[config.mk]
export PLATFORM = sky130hd
export DESIGN_NAME = sr_drive_sequencer
export DESIGN_NICKNAME = d
export VERILOG_FILES = /design/src/rtl/sr_drive_sequencer_pkg.sv /design/src/rtl/sr_input_debouncer.sv /design/src/rtl/sr_drive_sequencer.sv
export SDC_FILE = /design/constraint.sdc
export NUM_CORES = 1
export LEC_CHECK = 0
export CAP_MARGIN = 20
export CORE_MARGIN = 3
export CORE_UTILIZATION = 50
export CTS_CLUSTER_SIZE = 28
export DETAILED_ROUTE_END_ITERATION = 16
export DONT_BUFFER_PORTS = 1
export PLACE_DENSITY = 0.7
export SLEW_MARGIN = 20
export SYNTH_ARGS = -nofsm -noshare
export SYNTH_HDL_FRONTEND = slang
export SYNTH_SLANG_ARGS = --single-unit
[constraint.sdc]
create_clock -name clk -period 4.5 [get_ports clk]
set_input_delay 0.9 -clock clk [delete_from_list [all_inputs] [get_ports clk]]
set_output_delay 0.9 -clock clk [all_outputs]
set_load 0.02 [all_outputs]
[src/rtl/sr_drive_sequencer_pkg.sv]
// sr_drive_sequencer_pkg: FSM state and pending-command encodings
// shared by the SR drive sequencer and its bench.
package sr_drive_sequencer_pkg;

  typedef enum logic [1:0] {
    ST_IDLE    = 2'd0,
    ST_DRIVE_S = 2'd1,
    ST_DRIVE_R = 2'd2,
    ST_GAP     = 2'd3
  } fsm_e;

  typedef enum logic [1:0] {
    PEND_NONE = 2'd0,
    PEND_SET  = 2'd1,
    PEND_RST  = 2'd2
  } pend_e;

endpackage

[src/rtl/sr_input_debouncer.sv]
// sr_input_debouncer: 2-flop sync, debounce counter, rising-edge pulse.
// Ports: clk, rst_n (sync, active-low), raw_in, level_out, rise_out.
module sr_input_debouncer #(
  parameter int DEBOUNCE_CYCLES = 4,
  parameter int CNT_W           = 8
) (
  input  logic clk,
  input  logic rst_n,
  input  logic raw_in,
  output logic level_out,
  output logic rise_out
);

  localparam logic [CNT_W-1:0] LAST =
    CNT_W'(DEBOUNCE_CYCLES - 1);

  logic             sync1;
  logic             sync2;
  logic             level_q;
  logic             level_d1;
  logic [CNT_W-1:0] cnt;

  always_ff @(posedge clk) begin
    if (!rst_n) begin
      sync1    <= 1'b0;
      sync2    <= 1'b0;
      level_q  <= 1'b0;
      level_d1 <= 1'b0;
      cnt      <= '0;
    end else begin
      sync1    <= raw_in;
      sync2    <= sync1;
      level_d1 <= level_q;
      if (sync2 == level_q) begin
        cnt <= '0;
      end else if (cnt == LAST) begin
        cnt     <= '0;
        level_q <= sync2;
      end else begin
        cnt <= cnt + 1'b1;
      end
    end
  end

  assign level_out = level_q;
  assign rise_out  = level_q & ~level_d1;

endmodule

[src/rtl/sr_drive_sequencer.sv]
// sr_drive_sequencer: turns bouncy set/reset buttons into clean,
// exclusive S/R pulses for an SR flip-flop and checks its Q.
// Ports: clk, rst_n, set_in, reset_in, q_fb -> S, R, busy,
//        conflict, mismatch.
module sr_drive_sequencer #(
  parameter int DEBOUNCE_CYCLES = 4,
  parameter int PULSE_CYCLES    = 1,
  parameter int GAP_CYCLES      = 2,
  parameter int CNT_W           = 8
) (
  input  logic clk,
  input  logic rst_n,
  input  logic set_in,
  input  logic reset_in,
  input  logic q_fb,
  output logic S,
  output logic R,
  output logic busy,
  output logic conflict,
  output logic mismatch
);

  import sr_drive_sequencer_pkg::*;

  localparam logic [CNT_W-1:0] PULSE_LAST =
    CNT_W'(PULSE_CYCLES - 1);
  localparam logic [CNT_W-1:0] GAP_LAST =
    CNT_W'(GAP_CYCLES - 1);

  logic             set_lvl;
  logic             rst_lvl;
  logic             set_rise;
  logic             rst_rise;
  logic             unused_lvl;
  pend_e            pend;
  fsm_e             state;
  fsm_e             state_nxt;
  logic [CNT_W-1:0] cnt;
  logic             exp_q;
  logic             exp_valid;
  logic             s_d;
  logic             r_d;
  logic             gap_first;

  sr_input_debouncer #(
    .DEBOUNCE_CYCLES (DEBOUNCE_CYCLES),
    .CNT_W           (CNT_W)
  ) u_set_db (
    .clk       (clk),
    .rst_n     (rst_n),
    .raw_in    (set_in),
    .level_out (set_lvl),
    .rise_out  (set_rise)
  );

  sr_input_debouncer #(
    .DEBOUNCE_CYCLES (DEBOUNCE_CYCLES),
    .CNT_W           (CNT_W)
  ) u_rst_db (
    .clk       (clk),
    .rst_n     (rst_n),
    .raw_in    (reset_in),
    .level_out (rst_lvl),
    .rise_out  (rst_rise)
  );

  // Debounced levels are kept on the sub-module for probing only.
  assign unused_lvl = set_lvl ^ rst_lvl;

  always_ff @(posedge clk) begin
    if (!rst_n) begin
      state <= ST_IDLE;
      cnt   <= '0;
    end else begin
      state <= state_nxt;
      if (state_nxt != state || state == ST_IDLE)
        cnt <= '0;
      else
        cnt <= cnt + 1'b1;
    end
  end

  always_comb begin
    state_nxt = state;
    unique case (state)
      ST_IDLE: begin
        if (pend == PEND_SET)
          state_nxt = ST_DRIVE_S;
        else if (pend == PEND_RST)
          state_nxt = ST_DRIVE_R;
      end
      ST_DRIVE_S, ST_DRIVE_R: begin
        if (cnt == PULSE_LAST)
          state_nxt = ST_GAP;
      end
      ST_GAP: begin
        if (cnt == GAP_LAST)
          state_nxt = ST_IDLE;
      end
      default: state_nxt = ST_IDLE;
    endcase
  end

  always_comb begin
    s_d       = 1'b0;
    r_d       = 1'b0;
    gap_first = 1'b0;
    unique case (1'b1)
      (state_nxt == ST_DRIVE_S): s_d = 1'b1;
      (state_nxt == ST_DRIVE_R): r_d = 1'b1;
      default: ;
    endcase
    if (state == ST_GAP && cnt == '0)
      gap_first = 1'b1;
  end

  assign busy     = (state != ST_IDLE);
  assign conflict = set_rise & rst_rise;
  assign mismatch = gap_first & exp_valid
                  & (q_fb != exp_q);

  // S/R come from flops loaded with the next-state decode,
  // so both can never be high and reset clears them at once.
  always_ff @(posedge clk) begin
    if (!rst_n) begin
      S <= 1'b0;
      R <= 1'b0;
    end else begin
      S <= s_d;
      R <= r_d;
    end
  end

  // A fresh request beats the clear-on-accept of the old one.
  always_ff @(posedge clk) begin
    if (!rst_n) begin
      pend      <= PEND_NONE;
      exp_q     <= 1'b0;
      exp_valid <= 1'b0;
    end else begin
      if (set_rise & rst_rise)
        pend <= PEND_NONE;
      else if (set_rise)
        pend <= PEND_SET;
      else if (rst_rise)
        pend <= PEND_RST;
      else if (state == ST_IDLE && state_nxt != ST_IDLE)
        pend <= PEND_NONE;
      if (state == ST_DRIVE_S && state_nxt == ST_GAP) begin
        exp_q     <= 1'b1;
        exp_valid <= 1'b1;
      end
      if (state == ST_DRIVE_R && state_nxt == ST_GAP) begin
        exp_q     <= 1'b0;
        exp_valid <= 1'b1;
      end
    end
  end

endmodule

; ---- Yosys cells after proc, flatten, opt, wreduce, memory -nomap -nowiden
; Cells that the tools add are included.
; Widths: inputs -> output; s select.
[totals]
word_cells = 80
input_bits = 5
reg_bits = 40
[classes]
reduce_logical = 21
bitwise = 10
n_eq_ne = 15
muxes = 13
add_sub_neg = 3
[ops]
columns = op, count
row1 = $add 8x1->8 const B, 3
row2 = $eq 8x2->1 const B, 2
row3 = $mux 2, 6
row4 = $eq 2x2->1 const B, 5
row5 = $reduce_or 3->1, 3
row6 = $eq 8x1->1 const B, 1
row7 = $logic_not 8->1, 1
row8 = $reduce_bool 2->1, 4
row9 = $reduce_or 2->1, 4
row10 = $eq 2x1->1 const B, 3
row11 = $mux 1, 6
row12 = $pmux 2 s3, 1
row13 = $and 1x1->1, 5
row14 = $not 1->1, 5
row15 = $logic_and 1x1->1, 4
row16 = $reduce_and 2->1, 2
row17 = $reduce_bool 3->1, 1
row18 = $eq 1x1->1, 2
row19 = $logic_not 2->1, 1
row20 = $ne 2x2->1, 1
row21 = $logic_or 1x1->1, 1
row22 = $ne 1x1->1, 1

; ---- Logic depth before layout (Yosys ltp)
; Gate-level depths: netlist of the first run.
[logic_depth]
depth_word = 9
mapped_depth = 8

; ---- By module
; From an unflattened synthesis of the first run, not the netlist that was laid out.
[hier_totals]
cells_unflattened = 206
area_unflattened_um2 = 1855.5
[by_module_without_submodules]
columns = module, cells_each, n_inst, area_per_inst_um2, seq_area_each_um2
row1 = sr_input_debouncer, 51, 2, 471.7, 240.2
row2 = sr_drive_sequencer, 104, 1, 912.1, 320.3

; ---- Least setup slack after synthesis of the first run
; OpenSTA, ideal clock, no wires.
[synth_path]
path_type = input to output
startpoint = input q_fb
endpoint = output mismatch
path_buffers = 0
cell_stages = 3
t_arrival_ns = 1.394
path_slack_ns = 2.206
path_cell_list = xor2_1 > nand3_1 > nor2_1
[synth_between]
elab_chain_len = 2
[synth_rtl]
columns = element, line_no
row1 = start: declaration, sr_drive_sequencer.sv:15  ; input logic q_fb,
row2 = $ne 1x1->1, sr_drive_sequencer.sv:120  ; & (q_fb != exp_q);
row3 = $and 1x1->1, sr_drive_sequencer.sv:120
row4 = end: declaration, sr_drive_sequencer.sv:20  ; output logic mismatch
; Every way passes these cells.

; ---- Final worst setup path of the first run
[layout_path]
startpoint = register cnt[0]
endpoint = output mismatch
[layout_between]
elab_chain_len = 5
[layout_rtl]
columns = element, line_no
row1 = start: declaration, sr_drive_sequencer.sv:38  ; logic [CNT_W-1:0] cnt;
row2 = start signal: assignment, sr_drive_sequencer.sv:79  ; cnt <= cnt + 1'b1;
row3 = $logic_not 8->1, sr_drive_sequencer.sv:113  ; if (state == ST_GAP && cnt == '0)
row4 = $logic_and 1x1->1, sr_drive_sequencer.sv:113
row5 = $mux 1, sr_drive_sequencer.sv:113
row6 = $and 1x1->1, sr_drive_sequencer.sv:119  ; assign mismatch = gap_first & exp_valid
row7 = $and 1x1->1, sr_drive_sequencer.sv:120
; Every way passes these cells.

==> results of run 1 <==
-- per-layer routing --
layer,GRT usage (%),wire (µm)
met1,18.2,1280
met5,0,0
met2,27.6,1480
met4,5.54,33
met3,5.72,148
-- sequential cells by signal, indices dropped and copies added (netlist names) --
signal / cells
u_rst_db.sync2: 1
state: 2
S: 1
u_set_db.sync1: 1
R: 1
u_set_db.cnt: 8
u_rst_db.level_out: 1
u_rst_db.cnt: 8
u_set_db.level_out: 1
exp_valid: 1
pend: 2
cnt: 8
u_set_db.sync2: 1
u_set_db.level_d1: 1
u_rst_db.level_d1: 1
u_rst_db.sync1: 1
exp_q: 1
-- layout by cell type, fill, tap and decap left out, types with 3 or more instances in the layout --
cell,synthesis,layout
nand2_1,11,11
ha_1,9,9
nand2b_1,4,4
nand3_1,14,14
clkbuf_4,1,5
and3_1,5,5
and2_1,6,6
xnor2_1,9,9
a31oi_1,3,3
xor2_1,12,12
nor3_1,4,4
nor2_1,34,34
inv_1,11,11
dfxtp_1,40,40
-- cell type report --
cell class | count | area [µm²]
Fill cell | 308 | 1360
Multi-Input combinational cell | 136 | 877
Sequential cell | 40 | 801
Tap cell | 44 | 55.1
Clock buffer | 6 | 41.3
Inverter | 11 | 41.3
Clock inverter | 1 | 5.00
-- power by group through the flow --
| stage | combinational, mW | clock (mW) | sequential, mW |
|---|---|---|---|
| finish | 0.00507 | 0.163 | 0.357 |
| global route | 0.00597 | 0.189 | 0.358 |
| CTS | 0.00524 | 0.168 | 0.357 |
| detailed placement | 0.00516 | 0 | 0.365 |
| global placement | 0.00487 | 0 | 0.365 |
| floorplan | 0.00486 | 0 | 0.365 |
-- logic make-up (layout without fill, tap and decap cells) --
logic type                 Yosys count  count (layout)  synth area share (%)
adders and majority gates            9               9                  6.51
buffers and inverters               13              18                  3.04
AOI/OAI and AO/OA                   14              14                  6.36
DFF                                 40              40                  46.3
xor gates and xnor gates            21              21                  10.6
muxes                                2               2                  1.16
and+or+nand+nor                     90              90                  26.0
-- worst reg2reg max path: cells and delay by family, from the launching register on --
family,cells,cell delay (ns)
AOI/OAI and AO/OA,4,1.16
DFF,1,0.51
adders and majority gates,1,0.35
and+or+nand+nor,1,0.19
buffers and inverters,1,0.12
-- final timing paths --
check | endpoint | slack, ns | cells past startpoint
min reg2reg | u_rst_db.cnt[0]$_SDFF_PP0_ | 0.45 | 1
max reg2reg | exp_q$_SDFFE_PP0P_ | 2.07 | 7
min | u_rst_db.cnt[0]$_SDFF_PP0_ | 0.45 | 1
max | mismatch | 1.97 | 5
==> impl_metrics.toml, run 1 <==
[placed_design]
placed_area_mm2 = 0.00177
dpl_worst_slack_ns = 2.11
numPortBuffers = 0
dp_hpwl_um = 2280
gp_congestion = 0.882
dp.cells = 231

[timing]
finalCritPeriodShare_pct = 56.2
fmax_ghz = 0.396
tns_ns = 0
clock_skew_ns = 0.00626
slew_headroom_pct = 53.4
finalHoldViolCount = 0
finalSetupViolations = 0
min_period_ns = 2.53
maxSlewViolCount = 0
whs_ns = 0.450
fin_ws_ns = 1.97
rsz0062_at_grt = "false"
worst-slew-pin-transition_ns = 0.688

[logic_synthesis]
synthTopCellsByCount = "40 x dfxtp_1, 34 x nor2_1, 14 x nand3_1"
synth_edf_count = 0
ys.flop_type = "dfxtp_1"
synthArstFlopShare_pct = 0
ys_types = 37
syn_inst = 189
synth.most_common_cell = "dfxtp_1"
synth_area_per_cell_um2 = 9.16
synthTopCellsByArea = "dfxtp_1 46%, nor2_1 7.4%, ha_1 6.5%, xor2_1 6.1%, xnor2_1 4.6%"
synth.top_cell.area_share_pct = 46.3
yosysSeqAreaShare_pct = 46.3
ys_ff_latch = 40
ys_warn_count = 0
synth_fp_nets = 203
yosysTopAreaCell = "dfxtp_1"
netlist_area_mm2 = 0.00173

[routing]
num_vias = 1288
wl_um = 2950
route.detailed.drc = 0
viasPerCell = 5.41
wl_per_cell_um = 12.4
drt_iter0_markers = 86
dr.pass1.iters = 6
ant_nets = 0

[clock_tree]
ctsRootBufferMaster = "clkbuf_4"
ctsHoldBuffers = 0
clockBufferDepth = 2
clock_latency_ns = 0.34
cts_made_buffers = 5
post_cts_buffers = 0
path_clk_slew_ns = 0.11
ctsHtreeMaxLevel = 2
cts_tree = "done"
cts_sinks = 40
ctsResizeCount = 0

[power_and_ir_drop]
intPower_mw = 0.416
p_per_area_mw_per_mm2 = 288
p_seq_share_pct = 68.0
power_mw = 0.525
p_comb_share_pct = 1.0
vdd_drop_max_v = 0.000165
swShare_pct = 20.8
clockPowerShare_pct = 31.0
power_leakage_nw = 0.738
p_sw_mw = 0.109

[global_routing]
grt_pass1_wl_um = 5300
grt_max_degree = 13
antenna_found_initial = 0
grt-ovfl-total = 0
grtUsageTotal_pct = 16.0
grt_pass1_vias = 1247

[min_path]
hold_class = "reg2reg"
hp-start = "u_rst_db.cnt[0]$_SDFF_PP0_"

[setup_path]
worstSetupPathType = "reg2out"
cp.required_ns = 3.60
cpPeakStageDelay_ns = 0.36
r2r_start = "state[1]$_SDFF_PN0_"
crit_fanout = 5
crit_buf_inv = 1
cp-end-kind = "output port"
crit_path_top_delay_cell = "dfxtp_1"
path_delay_family = "simple AND/OR/NAND/NOR gates"
arrival_ns = 1.63
worst_setup_path_start_kind = "flip-flop"
worstSetupStartpoint = "cnt[0]$_SDFF_PP0_"
cp_cell_sequence = "inv_1, ha_1, nor3b_1, nand2_1, nor2_1"

[run_status]
outcome = "complete, no violations"

[floorplanning]
fp.dieH_um = 64.8
coreArea_mm2 = 0.00318
ios = 10
rows = 20
die-area_mm2 = 0.00420
die_w_um = 64.8
start_util_pct = 54.4

[cells_and_area]
layout-drive-gt1-share_pct = 6.19
utilization_pct = 57.3
nNetsFinal = 208
design_area_mm2 = 0.00182
final_cells = 238
syn2layout_area_growth_pct = 5.21
antenna_cells = 0

[job]
drv_cap = 0
No activity file was read; power rests on OpenSTA's default activity.
==> run 2: changes to the inputs <==
clock period = 2.48 ns   (was 4.5 ns; I/O delays follow)
==> run 2 against run 1 <==
Net effect: via count down 2.8%; clock power rose to 2.8 times the previous value; sequential share of layout area down 1.0 points; final cell count up 0.42%; clock-buffer cell count unchanged; total power rose by 110%; highest routed layer unchanged.
==> impl_metrics.toml, run 2 (synthesis gave the netlist of run 1 again) <==
[run_status]
outcome = "complete, no violations"

[floorplanning]
die-area_mm2 = 0.00420
ios = 10
rows = 20
coreArea_mm2 = 0.00318
fp.dieH_um = 64.8
start_util_pct = 54.4
die_w_um = 64.8

[global_routing]
grt_pass1_vias = 1252
grt-ovfl-total = 0
grtUsageTotal_pct = 17.1
antenna_found_initial = 0
grt_max_degree = 14
grt_pass1_wl_um = 5400

[clock_tree]
clock_latency_ns = 0.36
ctsResizeCount = 0
ctsRootBufferMaster = "clkbuf_4"
ctsHtreeMaxLevel = 2
cts_tree = "done"
cts_sinks = 40
ctsHoldBuffers = 0
cts_made_buffers = 5
post_cts_buffers = 0
clockBufferDepth = 2
path_clk_slew_ns = 0.13

[timing]
clock_skew_ns = 0.0159
whs_ns = 0.249
finalHoldViolCount = 0
finalSetupViolations = 0
min_period_ns = 2.24
finalCritPeriodShare_pct = 90.5
fin_ws_ns = 0.236
tns_ns = 0
fmax_ghz = 0.446
rsz0062_at_grt = "false"
maxSlewViolCount = 0
slew_headroom_pct = 61.3
worst-slew-pin-transition_ns = 0.572

[power_and_ir_drop]
p_per_area_mw_per_mm2 = 599
power_leakage_nw = 0.759
vdd_drop_max_v = 0.000412

[routing]
wl_per_cell_um = 12.4
route.detailed.drc = 0
dr.pass1.iters = 4
ant_nets = 0
wl_um = 2960
viasPerCell = 5.24
drt_iter0_markers = 71
num_vias = 1252

[setup_path]
cpPeakStageDelay_ns = 0.54
worst_setup_path_start_kind = "flip-flop"
crit_path_top_delay_cell = "or4b_1"
worstSetupPathType = "reg2reg"
cp.required_ns = 2.71
crit_fanout = 8
cp-end-kind = "flip-flop"
crit_buf_inv = 1
path_delay_family = "compound AO/OA/AOI/OAI gates"
arrival_ns = 2.48
cp_cell_sequence = "inv_1, ha_1, or4b_1, o21ai_0, o311ai_1, a31oi_1, a311oi_1"

[placed_design]
numPortBuffers = 0
dpl_worst_slack_ns = 0.236
dp_hpwl_um = 2190
gp_congestion = 0.955

[cells_and_area]
final_common_cell = "dfxtp_1"
layout-drive-gt1-share_pct = 7.18
antenna_cells = 0
top_regs = "cnt: 8 flops, u_rst_db.cnt: 8 flops, u_set_db.cnt: 8 flops"
utilization_pct = 58.7
layout_common_cells = "40 x dfxtp_1, 34 x nor2_1, 14 x nand3_1, 12 x xor2_1"
syn2layout_area_growth_pct = 7.74
nNetsFinal = 208

[min_path]
hold_class = "in2reg"

[job]
drv_cap = 0
## run 2: path summary, 6_finish.rpt
check                                  start                         end  slack (ns)  cells after the start
setup / recovery         state[1]$_SDFF_PN0_          exp_q$_SDFFE_PP0P_        0.24                      7
hold / removal                         rst_n        pend[1]$_SDFFE_PP0P_        0.25                      2
setup reg to reg         state[1]$_SDFF_PN0_          exp_q$_SDFFE_PP0P_        0.24                      7
hold reg to reg   u_rst_db.cnt[0]$_SDFF_PP0_  u_rst_db.cnt[0]$_SDFF_PP0_        0.45                      1
## run 2: layout make-up
cell class                      count  area, µm²
Sequential cell                    40        801
Clock inverter                      2       38.8
Multi-Input combinational cell    136        877
Clock buffer                        6       51.3
Fill cell                         299       1310
Tap cell                           44       55.1
Inverter                           11       41.3
## run 2: metal layers
layer  GRT usage (%)  vias to the layer above  routed length (µm)
met5               0                        -                   0
met4            8.71                        0                  74
met3            6.93                        7                 122
met2            28.2                       12                1450
met1            18.8                      590                1320
li1                -                      643                   -
## run 2: per-stage QoR
step                instances  total power [mW]  instance area [µm²]
CTS                       239              1.13                 1860
global route              239              1.17                 1860
global placement          231             0.671                 1770
detailed placement        231             0.672                 1770
finish                    239              1.12                 1860
floorplan                 189             0.671                 1730
## run 2: power by group
group          internal [mW]  leakage, nW  switching [mW]  total (mW)
clock network          0.241       0.0484           0.219       0.460
logic                0.00362        0.387         0.00549     0.00912
registers              0.646        0.323         0.00197       0.648
total                  0.891        0.759           0.226        1.12
## run 2: worst register-to-register path, cell delays in order, from the launching register on
cell and delay, ns:
dfxtp_1 0.50, inv_1 0.11, ha_1 0.33, or4b_1 0.54, o21ai_0 0.20, o311ai_1 0.18
a31oi_1 0.21, a311oi_1 0.06
==> run 3: changes to the inputs <==
CTS_BUF_LIST = sky130_fd_sc_hd__clkbuf_2   (was default)
GPL_TIMING_DRIVEN = 0   (was default)
MAX_ROUTING_LAYER = met4   (was default)
==> run 3 against run 2 <==
Net effect: clock power is 42% lower; global-route usage fell by 2.3 points; first-iteration DRC count decreased by 46%; highest routed layer unchanged; fmax shrank 2.2%; critical path type unchanged.
==> impl_metrics.toml, run 3 (synthesis gave the netlist of run 1 again) <==
[run_status]
outcome = "complete, no violations"

[job]
drv_cap = 0

[timing]
rsz0062_at_grt = "false"
finalHoldViolCount = 0
fmax_ghz = 0.436
clock_skew_ns = 0.0148
tns_ns = 0
finalSetupViolations = 0
worst-slew-pin-transition_ns = 0.440
maxSlewViolCount = 0
min_period_ns = 2.29
fin_ws_ns = 0.186
finalCritPeriodShare_pct = 92.5
slew_headroom_pct = 70.6

[floorplanning]
rows = 20
start_util_pct = 54.4
fp.dieH_um = 64.8
die-area_mm2 = 0.00420
coreArea_mm2 = 0.00318
ios = 10
die_w_um = 64.8

[cells_and_area]
regArea_um2 = 801
layout-drive-gt1-share_pct = 7.61
layout_common_cells = "40 x dfxtp_1, 34 x nor2_1, 14 x nand3_1, 12 x xor2_1"
antenna_cells = 0
utilization_pct = 57.6
nNetsFinal = 210
top_regs = "cnt: 8 flops, u_rst_db.cnt: 8 flops, u_set_db.cnt: 8 flops"
final_common_cell = "dfxtp_1"
design_area_mm2 = 0.00183
syn2layout_area_growth_pct = 5.86
multiInputGateArea_um2 = 885
fillers = 294

[setup_path]
crit_buf_inv = 1
cp_cell_sequence = "inv_1, ha_1, or4b_1, o2111ai_2, nand3_2, a31oi_1, a311oi_1"
arrival_ns = 2.56
crit_path_top_delay_cell = "or4b_1"
path_delay_family = "simple AND/OR/NAND/NOR gates"
worstSetupPathType = "reg2reg"
cp.required_ns = 2.75
crit_fanout = 8
worst_setup_path_start_kind = "flip-flop"
cpPeakStageDelay_ns = 0.54
cp-end-kind = "flip-flop"

[power_and_ir_drop]
p_per_area_mw_per_mm2 = 506
vdd_drop_max_v = 0.000257
power_leakage_nw = 0.748

[clock_tree]
ctsRootBufferMaster = "clkbuf_2"
cts_tree = "done"
path_clk_slew_ns = 0.19
cts_sinks = 40
cts_made_buffers = 5
clockBufferDepth = 2
ctsHtreeMaxLevel = 2
clock_latency_ns = 0.39

[global_routing]
grtUsageTotal_pct = 14.8
grt-ovfl-total = 0
antenna_found_initial = 0
grt_pass1_wl_um = 4660
grt_max_degree = 13
grt_pass1_vias = 1133

[routing]
ant_nets = 0
viasPerCell = 5.17
wl_per_cell_um = 11.4
wl_um = 2760
route.detailed.drc = 0
num_vias = 1247
dr.pass1.iters = 4
drt_iter0_markers = 38

[placed_design]
placed_area_mm2 = 0.00179
numPortBuffers = 0
gp_congestion = 0.884
dp_hpwl_um = 2030
dpl_worst_slack_ns = 0.173

[min_path]
hold_class = "in2reg"
## run 3: path summary, 6_finish.rpt
check,end,cells past startpoint,slack [ns],startpoint
worst max-delay path,exp_q$_SDFFE_PP0P_,7,0.19,state[1]$_SDFF_PN0_
worst min-delay path,u_set_db.sync1$_SDFF_PN0_,1,0.21,set_in
worst max register to register,exp_q$_SDFFE_PP0P_,7,0.19,state[1]$_SDFF_PN0_
worst min register to register,u_rst_db.cnt[0]$_SDFF_PP0_,1,0.45,u_rst_db.cnt[0]$_SDFF_PP0_
## run 3: cell type report
type                    count  share of cell area (%)
clock buffers               5                    1.37
well taps                  44                    3.01
multi-input cells         136                    48.3
clock inverters             3                   0.751
inverters                  11                    2.25
plain buffers               2                   0.615
flip-flops and latches     40                    43.7
## run 3: timing repair
action	in CTS	in global routing
hold buffers	0	0
hold endpoints to repair	0	0
setup buffers	0	0
resized for setup	0	1
setup endpoints to repair	0	1
## run 3: per-layer routing
metal / GRT usage, % / vias to the layer above / share of wire, %
li1: - / 647 / -
met2: 24.4 / 20 / 46
met5: - / - / 0
met3: 4.16 / 7 / 4.1
met1: 16.5 / 573 / 48
met4: 7.12 / 0 / 2.1
## run 3: worst reg2reg max path: cells and delay by family (launching register included)
family | cells | cell delay [ns]
adders and majority gates | 1 | 0.33
and+or+nand+nor | 2 | 0.71
AOI/OAI and AO/OA | 3 | 0.51
DFF | 1 | 0.53
buffers and inverters | 1 | 0.11
## run 3: where the power goes
| part | internal, mW | switching, mW | total [mW] | leakage, nW |
|---|---|---|---|---|
| logic | 0.00390 | 0.00721 | 0.0111 | 0.395 |
| clock network | 0.0632 | 0.203 | 0.266 | 0.0302 |
| registers | 0.648 | 0.00222 | 0.650 | 0.323 |
| total | 0.715 | 0.212 | 0.927 | 0.748 |
## run 3: through the flow
step	total power, mW	hold WS, ns	cells
after floorplan	0.671	0.412	189
after global placement	0.674	0.415	233
after detailed placement	0.675	0.432	233
after CTS	0.938	0.205	241
after global routing	0.973	0.204	241
final	0.927	0.209	241
